--- config.mk ---
export PLATFORM = sky130hd
export DESIGN_NAME = pipe_hazard_ctrl_flat
export DESIGN_NICKNAME = d
export VERILOG_FILES = /design/src/rtl/pipe_hazard_ctrl_if.sv /design/src/rtl/pipe_hazard_ctrl.sv /design/src/flat_wrapper.sv
export SDC_FILE = /design/constraint.sdc
export NUM_CORES = 1
export LEC_CHECK = 0
export BUFFER_PORTS_ARGS = -buffer_cell sky130_fd_sc_hd__buf_2
export CAP_MARGIN = 10
export CORE_MARGIN = 3
export CORE_UTILIZATION = 54
export CTS_CLUSTER_SIZE = 14
export DETAILED_ROUTE_END_ITERATION = 16
export PLACE_DENSITY = 0.91
export SLEW_MARGIN = 20
export SYNTH_ARGS = -nofsm -noshare
export SYNTH_HDL_FRONTEND = slang
export SYNTH_SLANG_ARGS = --single-unit
--- constraint.sdc ---
create_clock -name clk -period 2.7 [get_ports clk]
set_input_delay 0.135 -clock clk [delete_from_list [all_inputs] [get_ports clk]]
set_output_delay 0.135 -clock clk [all_outputs]
set_load 0.01 [all_outputs]
--- src/rtl/pipe_hazard_ctrl_if.sv ---
// Hazard-controller bundle: pipeline event inputs and the stall/flush/divider
// controls returned to the pipeline.
//   master : pipeline side, drives events and receives controls
//   slave  : pipe_hazard_ctrl, receives events and drives controls
// Events   : dcache_busy, div_req, div_done, ld_use, EX_br_a, EX_br_b, WB_flush_csr
// Controls : div_start, div_cancel, stall_dcache, stall_div, stall_front,
//            bubble_ex, flush_front, kill_ex_b, div_timeout, stall_cnt, flush_cnt
interface pipe_hazard_ctrl_if #(
   parameter int unsigned CNT_W = 32
);
   logic             dcache_busy;
   logic             div_req;
   logic             div_done;
   logic             ld_use;
   logic             EX_br_a;
   logic             EX_br_b;
   logic             WB_flush_csr;

   logic             div_start;
   logic             div_cancel;
   logic             stall_dcache;
   logic             stall_div;
   logic             stall_front;
   logic             bubble_ex;
   logic             flush_front;
   logic             kill_ex_b;
   logic             div_timeout;
   logic [CNT_W-1:0] stall_cnt;
   logic [CNT_W-1:0] flush_cnt;

   modport master (
      output dcache_busy, div_req, div_done, ld_use, EX_br_a, EX_br_b, WB_flush_csr,
      input  div_start, div_cancel, stall_dcache, stall_div, stall_front,
             bubble_ex, flush_front, kill_ex_b, div_timeout, stall_cnt, flush_cnt
   );

   modport slave (
      input  dcache_busy, div_req, div_done, ld_use, EX_br_a, EX_br_b, WB_flush_csr,
      output div_start, div_cancel, stall_dcache, stall_div, stall_front,
             bubble_ex, flush_front, kill_ex_b, div_timeout, stall_cnt, flush_cnt
   );
endinterface

--- src/rtl/pipe_hazard_ctrl.sv ---
// Central stall/flush scheduler for the dual-issue in-order pipeline.
// Merges dcache-miss, divider, load-use, branch-mispredict and CSR/exception
// flush events into per-stage controls and sequences the shared divider.
// Ports:
//   clk, rst : clock, synchronous active-high reset
//   hz       : pipe_hazard_ctrl_if.slave (events in, controls out)
// Stall/flush controls are combinational on the current events (forced low
// during reset); div_timeout and the performance counters are registered.
module pipe_hazard_ctrl #(
   parameter int unsigned FLUSH_CYC   = 1,
   parameter int unsigned DIV_TIMEOUT = 64,
   parameter int unsigned CNT_W       = 32
) (
   input  logic              clk,
   input  logic              rst,
   pipe_hazard_ctrl_if.slave hz
);

   localparam int unsigned FC_W = (FLUSH_CYC < 1) ? 1 : $clog2(FLUSH_CYC + 1);
   localparam int unsigned TO_W = $clog2(DIV_TIMEOUT + 1);

   typedef enum logic [1:0] {
      S_RUN      = 2'd0,
      S_DIV_WAIT = 2'd1,
      S_FLUSH    = 2'd2
   } state_e;

   state_e           state_q, state_d;
   logic [FC_W-1:0]  fl_left_q, fl_left_d;
   logic [TO_W-1:0]  to_cnt_q, to_cnt_d;
   logic             armed_q, armed_d;
   logic             timeout_q, timeout_d;
   logic [CNT_W-1:0] stall_cnt_q, stall_cnt_d;
   logic [CNT_W-1:0] flush_cnt_q, flush_cnt_d;

   logic csr_flush;
   logic stall_dc;
   logic stall_dv;
   logic div_start_c;
   logic div_cancel_c;
   logic flush_hold;
   logic high_pri;
   logic lu_ok;
   logic br_ok;
   logic front_flush;

   // State and counter registers
   always_ff @(posedge clk) begin
      if (rst) begin
         state_q     <= S_RUN;
         fl_left_q   <= '0;
         to_cnt_q    <= '0;
         armed_q     <= 1'b1;
         timeout_q   <= 1'b0;
         stall_cnt_q <= '0;
         flush_cnt_q <= '0;
      end else begin
         state_q     <= state_d;
         fl_left_q   <= fl_left_d;
         to_cnt_q    <= to_cnt_d;
         armed_q     <= armed_d;
         timeout_q   <= timeout_d;
         stall_cnt_q <= stall_cnt_d;
         flush_cnt_q <= flush_cnt_d;
      end
   end

   // Next state, divider sequencing and hazard controls
   always_comb begin
      state_d      = state_q;
      fl_left_d    = fl_left_q;
      to_cnt_d     = to_cnt_q;
      armed_d      = armed_q;
      timeout_d    = timeout_q;
      stall_cnt_d  = stall_cnt_q;
      flush_cnt_d  = flush_cnt_q;
      div_start_c  = 1'b0;
      div_cancel_c = 1'b0;
      stall_dv     = 1'b0;
      flush_hold   = 1'b0;

      csr_flush = hz.WB_flush_csr;
      stall_dc  = hz.dcache_busy & ~csr_flush;

      if (csr_flush) begin
         // Flush overrides everything; an in-flight divide is aborted and the
         // flushed instruction cannot block the next divide.
         div_cancel_c = (state_q == S_DIV_WAIT);
         state_d      = (FLUSH_CYC == 0) ? S_RUN : S_FLUSH;
         fl_left_d    = FC_W'(FLUSH_CYC);
         armed_d      = 1'b1;
      end else begin
         unique case (state_q)
            S_RUN: begin
               // A divide only re-arms once div_req has been seen low in RUN.
               if (!hz.div_req) armed_d = 1'b1;
               if (hz.div_req && armed_q && !hz.dcache_busy) begin
                  div_start_c = 1'b1;
                  stall_dv    = 1'b1;
                  state_d     = S_DIV_WAIT;
                  to_cnt_d    = '0;
               end
            end
            S_DIV_WAIT: begin
               if (hz.div_done) begin
                  state_d = S_RUN;
                  armed_d = 1'b0;
               end else begin
                  stall_dv = 1'b1;
                  if (to_cnt_q != TO_W'(DIV_TIMEOUT)) to_cnt_d = TO_W'(to_cnt_q + 1'b1);
                  if (to_cnt_q >= TO_W'(DIV_TIMEOUT - 1)) timeout_d = 1'b1;
               end
            end
            S_FLUSH: begin
               flush_hold = 1'b1;
               fl_left_d  = FC_W'(fl_left_q - 1'b1);
               if (fl_left_q <= FC_W'(1)) state_d = S_RUN;
            end
            default: state_d = S_RUN;
         endcase
      end

      // Load-use and branches yield to flush and to any pipeline freeze;
      // a branch beats load-use, leaving only the bubble from the load-use.
      high_pri    = csr_flush | stall_dc | stall_dv;
      lu_ok       = hz.ld_use & ~high_pri;
      br_ok       = (hz.EX_br_a | hz.EX_br_b) & ~high_pri;
      front_flush = csr_flush | flush_hold | br_ok;

      if ((stall_dc | stall_dv) && (stall_cnt_q != '1)) stall_cnt_d = CNT_W'(stall_cnt_q + 1'b1);
      if (csr_flush && (flush_cnt_q != '1))             flush_cnt_d = CNT_W'(flush_cnt_q + 1'b1);
   end

   assign hz.div_start    = div_start_c  & ~rst;
   assign hz.div_cancel   = div_cancel_c & ~rst;
   assign hz.stall_dcache = stall_dc     & ~rst;
   assign hz.stall_div    = stall_dv     & ~rst;
   assign hz.stall_front  = lu_ok & ~front_flush & ~rst;
   assign hz.bubble_ex    = lu_ok        & ~rst;
   assign hz.flush_front  = front_flush  & ~rst;
   assign hz.kill_ex_b    = hz.EX_br_a & br_ok & ~rst;
   assign hz.div_timeout  = timeout_q;
   assign hz.stall_cnt    = stall_cnt_q;
   assign hz.flush_cnt    = flush_cnt_q;

endmodule

--- src/flat_wrapper.sv ---
// flat-port wrapper written by rule: the top's interface ports become plain ports
module pipe_hazard_ctrl_flat 
#(
   parameter int unsigned FLUSH_CYC   = 1,
   parameter int unsigned DIV_TIMEOUT = 64,
   parameter int unsigned CNT_W       = 32
)
  (clk, rst, hz_dcache_busy, hz_div_req, hz_div_done, hz_ld_use, hz_EX_br_a, hz_EX_br_b, hz_WB_flush_csr, hz_div_start, hz_div_cancel, hz_stall_dcache, hz_stall_div, hz_stall_front, hz_bubble_ex, hz_flush_front, hz_kill_ex_b, hz_div_timeout, hz_stall_cnt, hz_flush_cnt);
  pipe_hazard_ctrl_if #(.CNT_W(CNT_W)) hz_i ();
  input  logic clk;
  input  logic rst;
  input wire logic [$bits(hz_i.dcache_busy)-1:0] hz_dcache_busy;
  input wire logic [$bits(hz_i.div_req)-1:0] hz_div_req;
  input wire logic [$bits(hz_i.div_done)-1:0] hz_div_done;
  input wire logic [$bits(hz_i.ld_use)-1:0] hz_ld_use;
  input wire logic [$bits(hz_i.EX_br_a)-1:0] hz_EX_br_a;
  input wire logic [$bits(hz_i.EX_br_b)-1:0] hz_EX_br_b;
  input wire logic [$bits(hz_i.WB_flush_csr)-1:0] hz_WB_flush_csr;
  output wire logic [$bits(hz_i.div_start)-1:0] hz_div_start;
  output wire logic [$bits(hz_i.div_cancel)-1:0] hz_div_cancel;
  output wire logic [$bits(hz_i.stall_dcache)-1:0] hz_stall_dcache;
  output wire logic [$bits(hz_i.stall_div)-1:0] hz_stall_div;
  output wire logic [$bits(hz_i.stall_front)-1:0] hz_stall_front;
  output wire logic [$bits(hz_i.bubble_ex)-1:0] hz_bubble_ex;
  output wire logic [$bits(hz_i.flush_front)-1:0] hz_flush_front;
  output wire logic [$bits(hz_i.kill_ex_b)-1:0] hz_kill_ex_b;
  output wire logic [$bits(hz_i.div_timeout)-1:0] hz_div_timeout;
  output wire logic [$bits(hz_i.stall_cnt)-1:0] hz_stall_cnt;
  output wire logic [$bits(hz_i.flush_cnt)-1:0] hz_flush_cnt;
  assign hz_i.dcache_busy = hz_dcache_busy;
  assign hz_i.div_req = hz_div_req;
  assign hz_i.div_done = hz_div_done;
  assign hz_i.ld_use = hz_ld_use;
  assign hz_i.EX_br_a = hz_EX_br_a;
  assign hz_i.EX_br_b = hz_EX_br_b;
  assign hz_i.WB_flush_csr = hz_WB_flush_csr;
  assign hz_div_start = hz_i.div_start;
  assign hz_div_cancel = hz_i.div_cancel;
  assign hz_stall_dcache = hz_i.stall_dcache;
  assign hz_stall_div = hz_i.stall_div;
  assign hz_stall_front = hz_i.stall_front;
  assign hz_bubble_ex = hz_i.bubble_ex;
  assign hz_flush_front = hz_i.flush_front;
  assign hz_kill_ex_b = hz_i.kill_ex_b;
  assign hz_div_timeout = hz_i.div_timeout;
  assign hz_stall_cnt = hz_i.stall_cnt;
  assign hz_flush_cnt = hz_i.flush_cnt;
  pipe_hazard_ctrl #(.FLUSH_CYC(FLUSH_CYC), .DIV_TIMEOUT(DIV_TIMEOUT), .CNT_W(CNT_W)) u_core (.clk(clk), .rst(rst), .hz(hz_i));
endmodule
* After elaboration in Yosys (flattened, before gate mapping)
Index checks and enable logic that the tools add are counted.
Operators by class: add/sub/neg operators 4, bitwise operators 24, magnitude comparators 2, multiplexer cells 23, eq/ne operators 14, reductions and logical operators 14
Operator list (number):
- adder 32 x 1 -> 32 bit (second input constant) | 2
- != test 32 bit (second input constant) | 2
- 2-to-1 mux 7 bit | 3
- case mux 7 bit (2 select lines) | 1
- bitwise AND 1 bit | 13
- 2-to-1 mux 1 bit | 12
- AND reduction 3 bit | 3
- 2-to-1 mux 2 bit | 4
- != test 2 bit (second input constant) | 4
- adder 7 x 1 -> 7 bit (second input constant) | 1
- greater-or-equal comparator 7 x 6 -> 1 bit (second input constant) | 1
- != test 7 bit (second input constant) | 1
- != test 3 x 2 -> 1 bit (second input constant) | 2
- OR 1 bit | 6
- case mux 2 bit (3 select lines) | 1
- inverter 1 bit | 5
- AND reduction 5 bit | 1
- logical AND 1 bit | 4
- != test 2 x 1 -> 1 bit (second input constant) | 2
- case mux 1 bit (2 select lines) | 2
- AND reduction 4 bit | 1
- nonzero test 2 bit | 2
- != test 3 bit (second input constant) | 1
- == test 2 x 1 -> 1 bit (second input constant) | 1
- 6 further kinds | 6
Storage, ports and cells: register bits after elaboration 76, output and inout bits 73

* Longest topological paths before layout
word-level depth 12, gate-level depth with buffers 9, mapped depth without buffers 7

* Worst setup path before layout
No wires, ideal clock.
kind reg-to-reg, start register u_core.stall_cnt_q[0], in the netlist u_core.hz.stall_cnt[0], end register u_core.stall_cnt_q[28], in the netlist u_core.hz.stall_cnt[28], period minus slack after synthesis 2.157 ns, path slack 0.543 ns, required time 2.641 ns, buffers on the path 1, arrival 2.098 ns, setup time 0.059 ns, cell stages (with the launch flop) 9, path through dfxtp_1 -> ha_1 -> buf_4 -> nand3_1 -> or3_4 -> a2111oi_4 -> nand2_2 -> or4_1 -> nand2_1
Between the ends: cells in the longest elaborated chain, start to end 2, elaborated cells on any way between the ends 3, classes of those cells add/sub: 1; eq/ne: 1; reduce/logical: 1
RTL lines:
- from (decl) | line pipe_hazard_ctrl.sv:33 | logic [CNT_W-1:0] stall_cnt_q, stall_cnt_d;
- from (signal assigned) | line pipe_hazard_ctrl.sv:63 | stall_cnt_q <= stall_cnt_d;
- parallel branches: the longest is 2 deep, another holds adder 32 x 1 -> 32 bit
Parallel ways; which one is timed is not known. A chain may end at the register's enable or synchronous reset.

* Worst setup path after layout
start register u_core.flush_cnt_q[10], in the netlist u_core.hz.flush_cnt[10], end register u_core.flush_cnt_q[17], in the netlist u_core.hz.flush_cnt[17]
Between the ends: cells in the longest elaborated chain, start to end 2, elaborated cells on any way between the ends 3, classes of those cells add/sub: 1; eq/ne: 1; reduce/logical: 1
RTL lines:
- from (decl) | line pipe_hazard_ctrl.sv:34 | logic [CNT_W-1:0] flush_cnt_q, flush_cnt_d;
- from (signal assigned) | line pipe_hazard_ctrl.sv:64 | flush_cnt_q <= flush_cnt_d;
- parallel branches: the longest is 2 deep, another holds adder 32 x 1 -> 32 bit
Parallel ways; which one is timed is not known.

==> results.yml <==
place:
  place_area_um2: 4290
  dpl.hpwl_mm: 6.79
  place_congestion: 0.870
  io_buffers: 81
setup_path:
  critPathCaptureType: "flop"
  r2r_start: "u_core.hz.flush_cnt[10]"
  timing.rr.end: "u_core.hz.flush_cnt[17]"
  cp_cell_sequence: "nand4_1 -> nor4_2 -> a31oi_1 -> and4_1 -> xnor2_1 -> nor2_1"
  crit_path_start_kind: "flop"
  crit_fanout: 8
  worstPathArrival_ps: 2530
  slowest_stage: "nor4_2"
  critPathKind: "reg -> reg"
  r2r_cells: 6
  worstPathRequired_ps: 2930
  max_stage_delay_ps: 550
  regToRegSetupSlack_ps: 400
clocking:
  clock_path_buffers: 2
  clock-root-buffer: "clkbuf_8"
  ctsHoldBuffers: 0
  cts_tree: "yes"
  numCtsBuffers: 9
  worst_skew_pair.late_latency_ps: 350
  htree_levels: 3
  cts_resized: 0
  clkTransAtPathRegs_ps: 80
  cts_sinks: 75
  postCtsSetupBuffers: 0
layout:
  mostFrequentLayoutCell: "buf_2"
  nFillCells: 534
  final_cell_area_um2: 4460
  final_layout_size_suffix_gt1_share_pct: 22.8
  seqCellArea_um2: 1500
  mostFrequentLayoutCells: "81 x buf_2, 79 x nor2_1, 75 x dfxtp_1"
  multi_input_area_um2: 2190
  layout.nets: 547
  diodes: 0
  syn_to_final_growth_pct: 17.3
yosys:
  syn-cell-area_um2: 3800
  synth-edff-count: 0
  syn_nets: 465
  synth_cell_types: 48
  yosys_warnings: 0
  yosysTopAreaCell: "dfxtp_1"
  ys_top_cells_by_area: "dfxtp_1 39%, xor2_1 9.7%, nor2_1 7.8%"
  ys_seq_elements: 75
  seq_area_frac_synth_pct: 39.5
  ys.flop_type: "dfxtp_1"
  syn_avg_cell_area_um2: 8.42
  async_reset_ff_share_pct: 0
  yosysTopAreaCellShare_pct: 39.5
  syn_inst: 452
timing:
  finalHoldViolations: 0
  rsz0062_at_grt: "no"
  max_freq_ghz: 0.436
  fin_tns_setup_ps: 0
  layout_min_cycle_time_ps: 2300
  post-route-period-util_pct: 85.0
  slew_viol_final: 0
  tightest_slew_ps: 789
  relSlewSlack_pct: 47.2
  finalSetupViolations: 0
  fin_skew_ps: 10.2
hold_path:
  worst_hold_path.endpoint: "u_core.armed_q"
  hold-path-cell-count: 4
  min_from: "hz_div_req"
  min_path_type: "in -> reg"
route:
  wl_mm: 9.25
  drtIter0Drc: 228
  viasPerCell: 5.68
  drc_errors: 0
  antenna_left: 0
  wire_per_inst_um: 14.6
  dr.pass1.iters: 4
  num_vias: 3589
grt:
  grt_pass1_vias: 3415
  antenna_found_initial: 0
  grt_max_degree: 47
  grt_usage_pct: 23.0
  grt_pass1_wl_mm: 15.8
  grt-ovfl-total: 0
floorplan:
  rows: 29
  io_pins: 82
  dieHeight_um: 89.9
  dieArea_um2: 8090
  coreArea_um2: 6570
  initial_utilization_pct: 57.9
  fp.dieW_um: 89.9
flow_run:
  maxCapViolations: 0
power_and_ir_drop:
  p_leak_nw: 1.81
  switching_share_pct: 25.6
  peakVddDrop_v: 0.000419
  p_comb_share_pct: 5.1
  sequentialPowerShare_pct: 56.8
  power_density_nw_per_um2: 445
  p_int_mw: 1.48
  clock_power_share_pct: 38.1
  p_sw_mw: 0.509
status:
  status: "complete, no violations"
-- critical path: cells and delay by family, from the launching register on --
kind / cells / cell delay [ps]
compound gates: 1 / 410
xor+xnor: 1 / 140
flops: 1 / 410
simple gates: 4 / 1230
-- per-stage QoR --
| stage | hold WS (ps) | power [mW] | cells | worst slack [ps] | utilization, % |
|---|---|---|---|---|---|
| 5_1_grt | 164 | 2.06 | 632 | 204 | 67.9 |
| 3_5_place_dp | 456 | 1.26 | 616 | 476 | 65.4 |
| 6_report | 154 | 1.99 | 632 | 404 | 67.9 |
| 4_1_cts | 136 | 2.00 | 632 | 459 | 67.9 |
| 2_1_floorplan | 236 | 1.22 | 452 | 543 | - |
| 3_3_place_gp | 433 | 1.25 | 616 | 640 | 65.4 |
-- power by group through the flow --
stage | registers [mW] | logic, mW | clock network, mW
finish | 1.13 | 0.102 | 0.756
global route | 1.13 | 0.113 | 0.817
CTS | 1.13 | 0.103 | 0.768
detailed placement | 1.15 | 0.102 | 0
global placement | 1.15 | 0.0987 | 0
floorplan | 1.15 | 0.0655 | 0
-- cell families (layout without fill, tap and decap cells) --
logic type	Yosys count	in the layout	share of synthesized area, %
compound gates	39	39	7.43
xor+xnor	58	58	13.4
fa+ha+maj	4	4	1.32
buf+inv	28	115	3.03
flops	75	75	39.5
simple gates	248	248	35.4
-- routing by layer --
layer	vias up	wire length [um]	global-route usage, %
met5	-	0	0
met4	0	61	6.51
met3	6	582	6.09
met2	144	4710	40.0
met1	1675	3890	28.0
li1	1764	-	-
-- synthesized netlist by cell type (3+ instances only) --
library cell,number
dfxtp_1,75
ha_1,4
and4_1,6
nor3_1,12
nand3_1,37
nand2_1,28
or3_1,4
nor4_2,3
nor2_1,79
inv_1,13
or4_1,4
clkbuf_1,10
nand4_1,31
nor4_1,6
and2_1,4
o21ai_0,9
a21oi_1,14
xnor2_1,16
xor2_1,42
nor2b_1,3
and3_1,14
-- layout make-up --
type / instances / share of cell area [%]
Tap cell: 93 / 2.61
Clock buffer: 9 / 2.78
Clock inverter: 7 / 1.01
Multi-Input combinational cell: 349 / 49.0
Inverter: 14 / 1.18
Sequential cell: 75 / 33.7
Timing Repair Buffer: 85 / 9.76
-- worst max path at each step --
stage	cells after the start	slack [ps]	startpoint	to
after floorplan	8	540	u_core.hz.stall_cnt[0]	u_core.hz.stall_cnt[28]
after global placement	6	640	u_core.hz.flush_cnt[8]	u_core.hz.flush_cnt[17]
after detailed placement	6	480	u_core.hz.flush_cnt[10]	u_core.hz.flush_cnt[17]
after CTS	6	460	u_core.hz.flush_cnt[10]	u_core.hz.flush_cnt[17]
after global routing	6	200	u_core.hz.flush_cnt[10]	u_core.hz.flush_cnt[17]
final	6	400	u_core.hz.flush_cnt[10]	u_core.hz.flush_cnt[17]
-- sequential cells by signal, indices dropped and copies added, names as in the netlist --
signal	flops
u_core.state_q	2
u_core.armed_q	1
u_core.to_cnt_q	7
u_core.hz.div_timeout	1
u_core.hz.flush_cnt	32
u_core.hz.stall_cnt	32
No activity file was read; power rests on OpenSTA's default activity.
